## config.mk

```make
export PLATFORM = sky130hd
export DESIGN_NAME = md5_search_scheduler
export DESIGN_NICKNAME = d
export VERILOG_FILES = /design/src/rtl/md5_search_pkg.sv /design/src/rtl/md5_lane_compare.sv /design/src/rtl/md5_search_scheduler.sv
export SDC_FILE = /design/constraint.sdc
export NUM_CORES = 2
export LEC_CHECK = 0
export BUFFER_PORTS_ARGS = -buffer_cell sky130_fd_sc_hd__buf_2
export CORE_AREA = 2 2 325 327
export CTS_BUF_LIST = sky130_fd_sc_hd__clkbuf_4 sky130_fd_sc_hd__clkbuf_8 sky130_fd_sc_hd__clkbuf_16
export DETAILED_ROUTE_END_ITERATION = 16
export DIE_AREA = 0 0 327 329
export PLACE_DENSITY = 0.55
export SETUP_SLACK_MARGIN = 0.4
export SKIP_LAST_GASP = 1
export SLEW_MARGIN = 20
export SYNTH_ARGS = -nofsm -noshare
export SYNTH_HDL_FRONTEND = slang
export SYNTH_HIERARCHICAL = 1
export SYNTH_SLANG_ARGS = --single-unit
```

## constraint.sdc

```tcl
create_clock -name CLK -period 5.5 [get_ports CLK]
set_input_delay 0.275 -clock CLK [delete_from_list [all_inputs] [get_ports CLK]]
set_output_delay 0.275 -clock CLK [all_outputs]
set_load 0.05 [all_outputs]
```

## src/rtl/md5_search_pkg.sv

```systemverilog
// Shared constants and state encoding for the MD5 search scheduler.
package md5_search_pkg;
    localparam int DIGEST_W = 128;
    localparam int TAG_W    = 2;

    typedef logic [2:0] state_t;

    localparam state_t ST_IDLE    = 3'd0;
    localparam state_t ST_WARMING = 3'd1;
    localparam state_t ST_RUNNING = 3'd2;
    localparam state_t ST_PAUSED  = 3'd3;
    localparam state_t ST_DRAIN   = 3'd4;
    localparam state_t ST_DONE    = 3'd5;
endpackage

```

## src/rtl/md5_lane_compare.sv

```systemverilog
// Combinational per-lane digest compare with range masking and a
// lowest-index-first priority encoder over the matching lanes.
module md5_lane_compare
    import md5_search_pkg::*;
#(
    parameter int LANES  = 4,
    parameter int CAND_W = 32
) (
    input  logic [LANES*DIGEST_W-1:0] digest,
    input  logic [DIGEST_W-1:0]       target,
    input  logic [CAND_W-1:0]         base,
    input  logic [CAND_W-1:0]         range_end,
    output logic [LANES-1:0]          match,
    output logic [$clog2(LANES)-1:0]  first_lane,
    output logic                      any_match
);
    typedef logic [CAND_W:0] ext_t;

    genvar gi;
    generate
        for (gi = 0; gi < LANES; gi++) begin : g_lane
            // Widened sum so a lane past 2^CAND_W-1 never aliases back into range.
            assign match[gi] = (digest[gi*DIGEST_W +: DIGEST_W] == target) &&
                               (({1'b0, base} + ext_t'(gi)) <= {1'b0, range_end});
        end
    endgenerate

    always_comb begin
        first_lane = '0;
        for (int i = LANES - 1; i >= 0; i--) begin
            if (match[i]) first_lane = ($clog2(LANES))'(i);
        end
    end

    assign any_match = |match;
endmodule

```

## src/rtl/md5_search_scheduler.sv

```systemverilog
// Search controller: issues candidate bases to LANES MD5 pipelines, filters
// returned results by run tag, and latches the first digest match of a run.
module md5_search_scheduler
    import md5_search_pkg::*;
#(
    parameter int LANES   = 4,
    parameter int CAND_W  = 32,
    parameter int LATENCY = 64
) (
    input  logic                      CLK,
    input  logic                      CPU_RESETN,
    input  logic                      start,
    input  logic                      enable,
    input  logic [CAND_W-1:0]         range_start,
    input  logic [CAND_W-1:0]         range_end,
    input  logic [DIGEST_W-1:0]       target_digest,
    output logic                      cand_valid,
    input  logic                      cand_ready,
    output logic [CAND_W-1:0]         cand_base,
    output logic [LANES-1:0]          cand_mask,
    output logic [TAG_W-1:0]          cand_tag,
    input  logic                      res_valid,
    input  logic [TAG_W-1:0]          res_tag,
    input  logic [CAND_W-1:0]         res_base,
    input  logic [LANES*DIGEST_W-1:0] res_digest,
    output logic                      status_warming,
    output logic                      status_running,
    output logic                      status_paused,
    output logic                      status_found,
    output logic                      status_done,
    output logic [CAND_W-1:0]         found_cand,
    output logic [$clog2(LANES)-1:0]  found_lane,
    output logic [LANES-1:0]          each_found
);
    localparam int CNT_W  = $clog2(LATENCY + 1);
    localparam int LANE_W = $clog2(LANES);
    typedef logic [CAND_W:0] ext_t;

    state_t              state_reg, state_next, prior_reg, prior_next;
    logic [TAG_W-1:0]    tag_reg, tag_next;
    ext_t                next_reg, next_next;
    logic [CAND_W-1:0]   end_reg, end_next;
    logic [DIGEST_W-1:0] target_reg, target_next;
    logic [CNT_W-1:0]    in_flight_reg, in_flight_next;
    logic                found_reg, found_next;
    logic [CAND_W-1:0]   found_cand_reg, found_cand_next;
    logic [LANE_W-1:0]   found_lane_reg, found_lane_next;
    logic [LANES-1:0]    each_found_reg, each_found_next;
    logic                cand_valid_reg, cand_valid_next;
    logic [LANES-1:0]    cand_mask_reg, issue_mask;
    logic [CAND_W-1:0]   cand_base_reg;
    logic [3:0]          status_reg, status_next;

    logic                hs, acc, stop, drained;
    logic [LANES-1:0]    match_vec;
    logic [LANE_W-1:0]   match_lane;
    logic                any_match;

    md5_lane_compare #(.LANES(LANES), .CAND_W(CAND_W)) u_compare (
        .digest     (res_digest),
        .target     (target_reg),
        .base       (res_base),
        .range_end  (end_reg),
        .match      (match_vec),
        .first_lane (match_lane),
        .any_match  (any_match)
    );

    always_comb begin
        state_next      = state_reg;
        prior_next      = prior_reg;
        tag_next        = tag_reg;
        next_next       = next_reg;
        end_next        = end_reg;
        target_next     = target_reg;
        in_flight_next  = in_flight_reg;
        found_next      = found_reg;
        found_cand_next = found_cand_reg;
        found_lane_next = found_lane_reg;
        each_found_next = each_found_reg;

        hs  = cand_valid_reg && cand_ready;
        acc = res_valid && (res_tag == tag_reg) &&
              (state_reg != ST_IDLE) && (state_reg != ST_DONE);

        if (hs) next_next = next_reg + ext_t'(LANES);
        if (hs && !acc)      in_flight_next = in_flight_reg + CNT_W'(1);
        else if (!hs && acc) in_flight_next = in_flight_reg - CNT_W'(1);

        if (acc) begin
            each_found_next = each_found_reg | match_vec;
            if (!found_reg && any_match) begin
                found_next      = 1'b1;
                found_cand_next = res_base + CAND_W'(match_lane);
                found_lane_next = match_lane;
            end
        end

        stop    = found_next || (next_next > {1'b0, end_reg});
        drained = (in_flight_next == '0);

        case (state_reg)
            ST_IDLE, ST_DONE: begin
                if (start) begin
                    tag_next        = tag_reg + TAG_W'(1);
                    next_next       = {1'b0, range_start};
                    end_next        = range_end;
                    target_next     = target_digest;
                    in_flight_next  = '0;
                    found_next      = 1'b0;
                    found_cand_next = '0;
                    found_lane_next = '0;
                    each_found_next = '0;
                    prior_next      = ST_WARMING;
                    state_next      = (range_start > range_end) ? ST_DONE : ST_WARMING;
                end
            end
            ST_WARMING, ST_RUNNING: begin
                if (stop) begin
                    state_next = drained ? ST_DONE : ST_DRAIN;
                end else if (!enable) begin
                    state_next = ST_PAUSED;
                    prior_next = acc ? ST_RUNNING : state_reg;
                end else if (acc) begin
                    state_next = ST_RUNNING;
                end
            end
            ST_PAUSED: begin
                // Results keep flowing while paused, so warming can finish here.
                if (acc) prior_next = ST_RUNNING;
                if (stop)        state_next = drained ? ST_DONE : ST_DRAIN;
                else if (enable) state_next = prior_next;
            end
            ST_DRAIN: begin
                if (drained) state_next = ST_DONE;
            end
            default: state_next = ST_IDLE;
        endcase

        cand_valid_next = ((state_next == ST_WARMING) || (state_next == ST_RUNNING)) && enable;
        status_next     = {state_next == ST_WARMING, state_next == ST_RUNNING,
                           state_next == ST_PAUSED,  state_next == ST_DONE};
    end

    genvar gi;
    generate
        for (gi = 0; gi < LANES; gi++) begin : g_mask
            assign issue_mask[gi] = (next_next + ext_t'(gi)) <= {1'b0, end_next};
        end
    endgenerate

    always_ff @(posedge CLK) begin
        if (!CPU_RESETN) begin
            state_reg      <= ST_IDLE;
            prior_reg      <= ST_IDLE;
            tag_reg        <= '0;
            next_reg       <= '0;
            end_reg        <= '0;
            target_reg     <= '0;
            in_flight_reg  <= '0;
            found_reg      <= 1'b0;
            found_cand_reg <= '0;
            found_lane_reg <= '0;
            each_found_reg <= '0;
            cand_valid_reg <= 1'b0;
            cand_base_reg  <= '0;
            cand_mask_reg  <= '0;
            status_reg     <= '0;
        end else begin
            state_reg      <= state_next;
            prior_reg      <= prior_next;
            tag_reg        <= tag_next;
            next_reg       <= next_next;
            end_reg        <= end_next;
            target_reg     <= target_next;
            in_flight_reg  <= in_flight_next;
            found_reg      <= found_next;
            found_cand_reg <= found_cand_next;
            found_lane_reg <= found_lane_next;
            each_found_reg <= each_found_next;
            cand_valid_reg <= cand_valid_next;
            cand_base_reg  <= next_next[CAND_W-1:0];
            cand_mask_reg  <= issue_mask;
            status_reg     <= status_next;
        end
    end

    assign cand_valid     = cand_valid_reg;
    assign cand_base      = cand_base_reg;
    assign cand_mask      = cand_mask_reg;
    assign cand_tag       = tag_reg;
    assign status_warming = status_reg[3];
    assign status_running = status_reg[2];
    assign status_paused  = status_reg[1];
    assign status_done    = status_reg[0];
    assign status_found   = found_reg;
    assign found_cand     = found_cand_reg;
    assign found_lane     = found_lane_reg;
    assign each_found     = each_found_reg;
endmodule

```

# ---- Word-level counts from Yosys, hierarchy flattened
# Index checks and enable logic that the tools add are counted.
# W data, S select, Z words.
dict set report classes {
  eq_ne 18
  addsub 11
  muxes 43
  reduce_logical 26
  n_bitwise 1
  n_lt_le_gt_ge 10
}
# cell n
set ops {}
lappend ops {{$eq A128 B128 Y1} 4}
lappend ops {{$le A33 B32 Y1} 7}
lappend ops {{$mux W32} 6}
lappend ops {{$mux W33} 3}
lappend ops {{$add A32 B2 Y33 const B} 2}
lappend ops {{$add A33 B2 Y33 const B} 2}
lappend ops {{$mux W3} 12}
lappend ops {{$add A32 B1 Y33 const B} 1}
lappend ops {{$add A33 B1 Y33 const B} 1}
lappend ops {{$add A33 B3 Y33 const B} 1}
lappend ops {{$gt A33 B32 Y1} 1}
lappend ops {{$add A32 B2 Y32} 1}
lappend ops {{$gt A32 B32 Y1} 1}
lappend ops {{$le A32 B32 Y1} 1}
lappend ops {{$mux W7} 4}
lappend ops {{$mux W2} 8}
lappend ops {{$eq A3 B2 Y1 const B} 4}
lappend ops {{$logic_and A1 B1 Y1} 12}
lappend ops {{$mux W4} 3}
lappend ops {{$pmux W3 S4} 1}
lappend ops {{$eq A3 B3 Y1 const B} 3}
lappend ops {{$pmux W3 S3} 1}
lappend ops {{$add A7 B1 Y7 const B} 1}
lappend ops {{$logic_not A7 Y1} 1}
lappend ops {{16 further kinds} 28}
dict set report word_totals {
  reg_bits 288
  wordCells 124
  output_inout_bits 82
}

# ---- Depth between registers and ports, before layout
dict set report logic_depth {
  depth_word 14
  depth_mapped 28
  depth_no_buf 28
}

# ---- By module
# Netlist, hierarchy kept.
# module seq_area_each_um2 instances cells_per_inst area_per_inst_um2
set modules_own_cells {}
lappend modules_own_cells {md5_search_scheduler 5124.9 1 2145 17232.8}
lappend modules_own_cells {md5_lane_compare 0.0 1 1343 10299.9}

# ---- Worst setup path before layout
# OpenSTA, ideal clock, no wires.
dict set report synth_path {
  path_kind {in2reg}
  startpoint {input port res_base[1]}
  endpoint {register found_cand_reg[31], in the netlist found_cand[31]}
  cell_stages 25
  required_time_ps 5414
  setup_ps 86
  setup_slack_ps 514
  arrival_time_ps 4900
  cell_sequence {inv_1 ha_1 a21oi_1 nor2_1 nand3_1 or3_1 xnor2_1 ha_1 and4_1 and4_4 a221oi_2 o211ai_1 a2111oi_2 o221a_2 nor2b_1 o21a_1 ha_1 a21o_1 nand4_1 nor2_1 and3_1 nor2b_1 nand3_1 xor2_1 a211oi_1}
}
dict set report synth_between {
  elab_chain_len 12
  elab_cells_between_ends 22
  cone_classes {add/sub (4); order compare (4); mux (8); reduce/logical (6)}
}
# item line
set synth_rtl {}
lappend synth_rtl {{start: declaration} md5_search_scheduler.sv:24} ;# input logic [CAND_W-1:0] res_base,
lappend synth_rtl {{$add A32 B2 Y33 *} md5_lane_compare.sv:24} ;# (({1'b0, base} + ext_t'(gi)) <= {1'b0, range_end});
lappend synth_rtl {{$le A33 B32 Y1 *} md5_lane_compare.sv:24}
lappend synth_rtl {{$logic_and A1 B1 Y1 *} md5_lane_compare.sv:23} ;# assign match[gi] = (digest[gi*DIGEST_W +: DIGEST_W] == target) &&
lappend synth_rtl {{net match_vec[3]} md5_search_scheduler.sv:55} ;# logic [LANES-1:0] match_vec;
lappend synth_rtl {{$mux W2 * (4 in a row)} md5_lane_compare.sv:31} ;# if (match[i]) first_lane = ($clog2(LANES))'(i);
lappend synth_rtl {{net match_lane[0]} md5_search_scheduler.sv:56} ;# logic [LANE_W-1:0] match_lane;
lappend synth_rtl {{$add A32 B2 Y32 *} md5_search_scheduler.sv:94} ;# found_cand_next = res_base + CAND_W'(match_lane);
lappend synth_rtl {{$mux W32 *} md5_search_scheduler.sv:92} ;# if (!found_reg && any_match) begin
lappend synth_rtl {{$mux W32 *} md5_search_scheduler.sv:90} ;# if (acc) begin
lappend synth_rtl {{$mux W32} md5_search_scheduler.sv:104} ;# if (start) begin
lappend synth_rtl {{$mux W32 *} md5_search_scheduler.sv:102} ;# case (state_reg)
lappend synth_rtl {{end signal: assignment} md5_search_scheduler.sv:178} ;# found_cand_reg <= found_cand_next;
lappend synth_rtl {{end: declaration} md5_search_scheduler.sv:46} ;# logic [CAND_W-1:0] found_cand_reg, found_cand_next;
# The timed path passes the listed nets; every way through them passes the cells marked *.
# A chain may end at the register's enable or synchronous reset.

# ---- Final worst setup path
dict set report layout_path {
  startpoint {register target_reg[65]}
  endpoint {register found_cand_reg[28], in the netlist found_cand[28]}
}
dict set report layout_between {
  elab_chain_len 11
  elab_cells_between_ends 19
  cone_classes {add/sub (1); eq/ne (4); mux (8); reduce/logical (6)}
}
# item line
set layout_rtl {}
lappend layout_rtl {{start: declaration} md5_search_scheduler.sv:43} ;# logic [DIGEST_W-1:0] target_reg, target_next;
lappend layout_rtl {{start signal: assignment} md5_search_scheduler.sv:175} ;# target_reg <= target_next;
lappend layout_rtl {{$eq A128 B128 Y1 *} md5_lane_compare.sv:23}
lappend layout_rtl {{$logic_and A1 B1 Y1 *} md5_lane_compare.sv:23}
lappend layout_rtl {{net match_vec[3]} md5_search_scheduler.sv:55}
lappend layout_rtl {{$mux W2 * (4 in a row)} md5_lane_compare.sv:31}
lappend layout_rtl {{net match_lane[0]} md5_search_scheduler.sv:56}
lappend layout_rtl {{$add A32 B2 Y32 *} md5_search_scheduler.sv:94}
lappend layout_rtl {{$mux W32 *} md5_search_scheduler.sv:92}
lappend layout_rtl {{$mux W32 *} md5_search_scheduler.sv:90}
lappend layout_rtl {{$mux W32} md5_search_scheduler.sv:104}
lappend layout_rtl {{$mux W32 *} md5_search_scheduler.sv:102}
# Marked as above.

==> results.md <==
- Async SR Flop Fraction: 0%
- Root Driver: clkbuf_16
- CP Class: flip-flop to flip-flop
- Cell taking the most area after synthesis: dfxtp_1
- End of the worst hold path: target_reg[60]
- Crit path max-delay cell type: dfxtp_1
- Num rows: approximately 120
- Cell breakdown of the critical path: xnor2_1, nand4_1, nor4_1, nand3_1, nor4_2, buf_4, o221a_2, nor2b_1, o21a_1, ha_1, buf_4, fa_1, nand4_1, buf_4, nor2_1, nand3_1, nor2_2, nand2_1, xor2_1, a211oi_1
- Clk sink count: 256
- Port Buffer Count: 825
- Netlist cell types: 98
- Post-detail-place hpwl: 169000 um
- Crit-path max cell delay: ~0.74 ns
- Cell Area, Placed: 35900 um^2
- Synth warn: 6
- Worst slew pin tran: 1.10 ns
- WL final: 198000 um
- Post-DR vias/cell: 5.26
- Worst Path Max Fanout: 5
- Clock latency on the worst-skew pair: 0.62 ns
- Total CTS buffers: 38
- Pwr Density: approximately 450 nW/um^2
- Seq pwr share: 20.1%
- CP required: roughly 6.0 ns
- GRT Residual Overflow: 0
- Vias in the first global route: ~32000
- WL/cell: between 30 and 40 um
- Worst vdd ir: 0.000339 V
- Run status: complete, no violations
- Fmax: 0.203 GHz
- Layout cell share with drive strength beyond 1: 31.0%
- Minimum clock period: 4.93 ns
- GP Congestion: between 1 and 1.5
- Die area: 108000 um^2
- Switching Fraction: 51.2%
- Die X: 327 um
- Syn_nets: 4562
- Clock Tree Buf Depth: 3
- Synth top area share: roughly a fifth
- Die height: between 300 and 400 um
- Global-route wire length before repair: between 200000 and 300000 um
- Post-route cell area: 38900 um^2
- HP Class: primary input to flip-flop
- Largest net degree at the start of global routing: 85
- Setup Skew: between 0.03 and 0.04 ns
- Top post-synthesis cells by count: xnor2_1, nand2_1, ha_1
- Arr. time, crit path: 5.44 ns
- CP Launch Type: flip-flop
- Hold Startpoint: target_digest[60]
- Layout Nets: 5823
- Critical path endpoint category: flip-flop
- Total power: 17.3 mW
- Max FFs per register: approximately 130
- Clk slew on worst S/H paths: 0.07 ns
- H-tree depth: 2
- DRC: 0
- Core Area: between 100000 and 150000 um^2
- Setup Viol. Count Final: 0
- RSZ-0062 raised after global routing: true
- Setup TNS: 0 ns
- Comb power frac: 64.3%
- Synth Flop Type: dfxtp_1
- Worst slew margin: 26.7%
- Clock tree from TritonCTS: built
- Clock network fraction of total power: between 10% and 20%
- Largest cells by area after synthesis: dfxtp_1, ha_1, xnor2_1
- Mapped Cells: roughly 3500
- Avg Cell Area, Syn: 7.89 um^2
- Gr usage total: 35.3%
- R2r startpoint: target_reg[65]
- Post-Synthesis Cell Area: 27500 um^2
- Switching power: 8.87 mW
- FF-to-FF path depth: 20
- Sequential cell area fraction in the yosys report: 18.6%
- Fin crit share: 89.6%
- Hold Crit Depth: 3
- Area growth syn-to-layout: 41.1%
- Via Count: 32600
- Pre-antenna DRT Iters: 7
- Post-synthesis register bit count: around 260
- Initial antenna violation count: 59
- Most common cell in the netlist: xnor2_1
- FF-to-FF End: found_cand[28]
- Internal power: 8.45 mW
- Final Max Tran Viols: 0
- Static Leak: 17.4 nW
- EDFF count, synth: 0
- Max-cap violations: 0
- Initial core utilization: 26.4%
- Reg2reg setup slack: 0.57 ns
- I/O pin cnt: 826
- Final-report hold violation count: 0
- DR iter-0 viols: approximately 3000
- Most frequent CP cell: buf_4
- Routed Antenna Nets: 0
## layout make-up
class / count / area [um^2]
Fill cell: 11200 / 65500
Antenna cell: 36 / 90.1
Multi-Input combinational cell: 2896 / 21200
Sequential cell: 256 / 5140
Inverter: 164 / 621
Tap cell: 1391 / 1740
Clock buffer: 49 / 1090
Clock inverter: 17 / 238
Timing Repair Buffer: 1393 / 8790
## per-stage QoR
stage / worst slack, ns / utilization (%) / hold WS (ns) / instances
2_1_floorplan: 0.514 / - / 0.403 / 3488
5_1_grt: 0.370 / 37.2 / 0.0382 / 6184
4_1_cts: 0.346 / 36.9 / 0.00497 / 6160
3_5_place_dp: -0.115 / 34.4 / 0.448 / 5967
3_3_place_gp: -0.114 / 34.4 / 0.448 / 5967
6_report: 0.569 / 37.2 / 0.0534 / 6202
## cells in the final DEF (no fill, tap or decap), types with 41 or more instances in the layout
| master | synthesis | routed |
|---|---|---|
| nor4_1 | 82 | 75 |
| buf_2 | 31 | 825 |
| nand3_1 | 89 | 87 |
| nand2_1 | 423 | 422 |
| nand4_1 | 181 | 181 |
| o21ai_0 | 51 | 50 |
| xnor2_1 | 467 | 464 |
| inv_1 | 158 | 157 |
| dlygate4sd3_1 | 0 | 127 |
| xor2_1 | 264 | 262 |
| dfxtp_1 | 256 | 246 |
| a21oi_1 | 232 | 231 |
| buf_4 | 41 | 434 |
| a21o_1 | 79 | 79 |
| ha_1 | 329 | 328 |
| nor2_1 | 235 | 227 |
| a211oi_1 | 43 | 43 |
| mux2i_1 | 41 | 41 |
## layer usage
| metal | wire (um) | global-route usage [%] | share of wire, % | vias to the layer above |
|---|---|---|---|---|
| met4 | 18100 | 27.2 | 9.2 | 32 |
| met2 | 89800 | 57.6 | 45 | 1675 |
| li1 | - | - | - | 14800 |
| met1 | 73200 | 39.7 | 37 | 15600 |
| met5 | 194 | 0 | 0.098 | - |
| met3 | 16700 | 8.86 | 8.4 | 495 |
## critical path: cells and delay by family, from the launching register on
| kind | cells | cell delay [ns] |
|---|---|---|
| AND/OR/NAND/NOR | 10 | 2.32 |
| flip-flops | 1 | 0.74 |
| AO/OA/AOI/OAI | 3 | 0.57 |
| buffers and inverters | 3 | 0.47 |
| XOR/XNOR | 2 | 0.35 |
| adder cells (fa/ha/maj) | 2 | 0.35 |
## worst max-delay path by stage
stage / startpoint / to / slack, ns / depth (start not counted)
after floorplan: res_base[1] / found_cand[31] / 0.51 / 25
after global placement: res_base[1] / found_cand[28] / -0.11 / 32
after detailed placement: res_base[1] / found_cand[31] / -0.12 / 27
after CTS: next_reg[3] / cand_mask[1] / 0.35 / 19
after global routing: next_reg[3] / cand_mask[2] / 0.37 / 22
final: target_reg[65] / found_cand[28] / 0.57 / 20
## power groups by stage
stage	combinational, mW	sequential, mW	clock [mW]
5_1_grt	11.9	3.45	2.83
6_report	11.1	3.48	2.71
3_3_place_gp	10.7	3.44	0
3_5_place_dp	10.7	3.44	0
2_1_floorplan	6.20	2.90	0
4_1_cts	10.9	3.41	2.77
## cells by family (layout without fill, tap and decap cells)
logic type / Yosys count / in the layout / share of synthesized area (%)
other cells: 0 / 36 / 0
mux: 49 / 49 / 1.82
flops: 256 / 256 / 18.6
xor+xnor: 732 / 732 / 23.3
buf+inv: 336 / 1623 / 5.39
simple gates: 1246 / 1246 / 22.9
fa+ha+maj: 330 / 330 / 15.0
compound gates: 539 / 539 / 12.9
## repair_timing
action,4_1_cts,5_1_grt
resized for setup,5,48
pin swaps,0,12
endpoints found under the hold margin,127,0
setup endpoints to repair,8,23
setup buffers,0,6
hold buffers,127,0
Power figures use the tool's default switching activity.
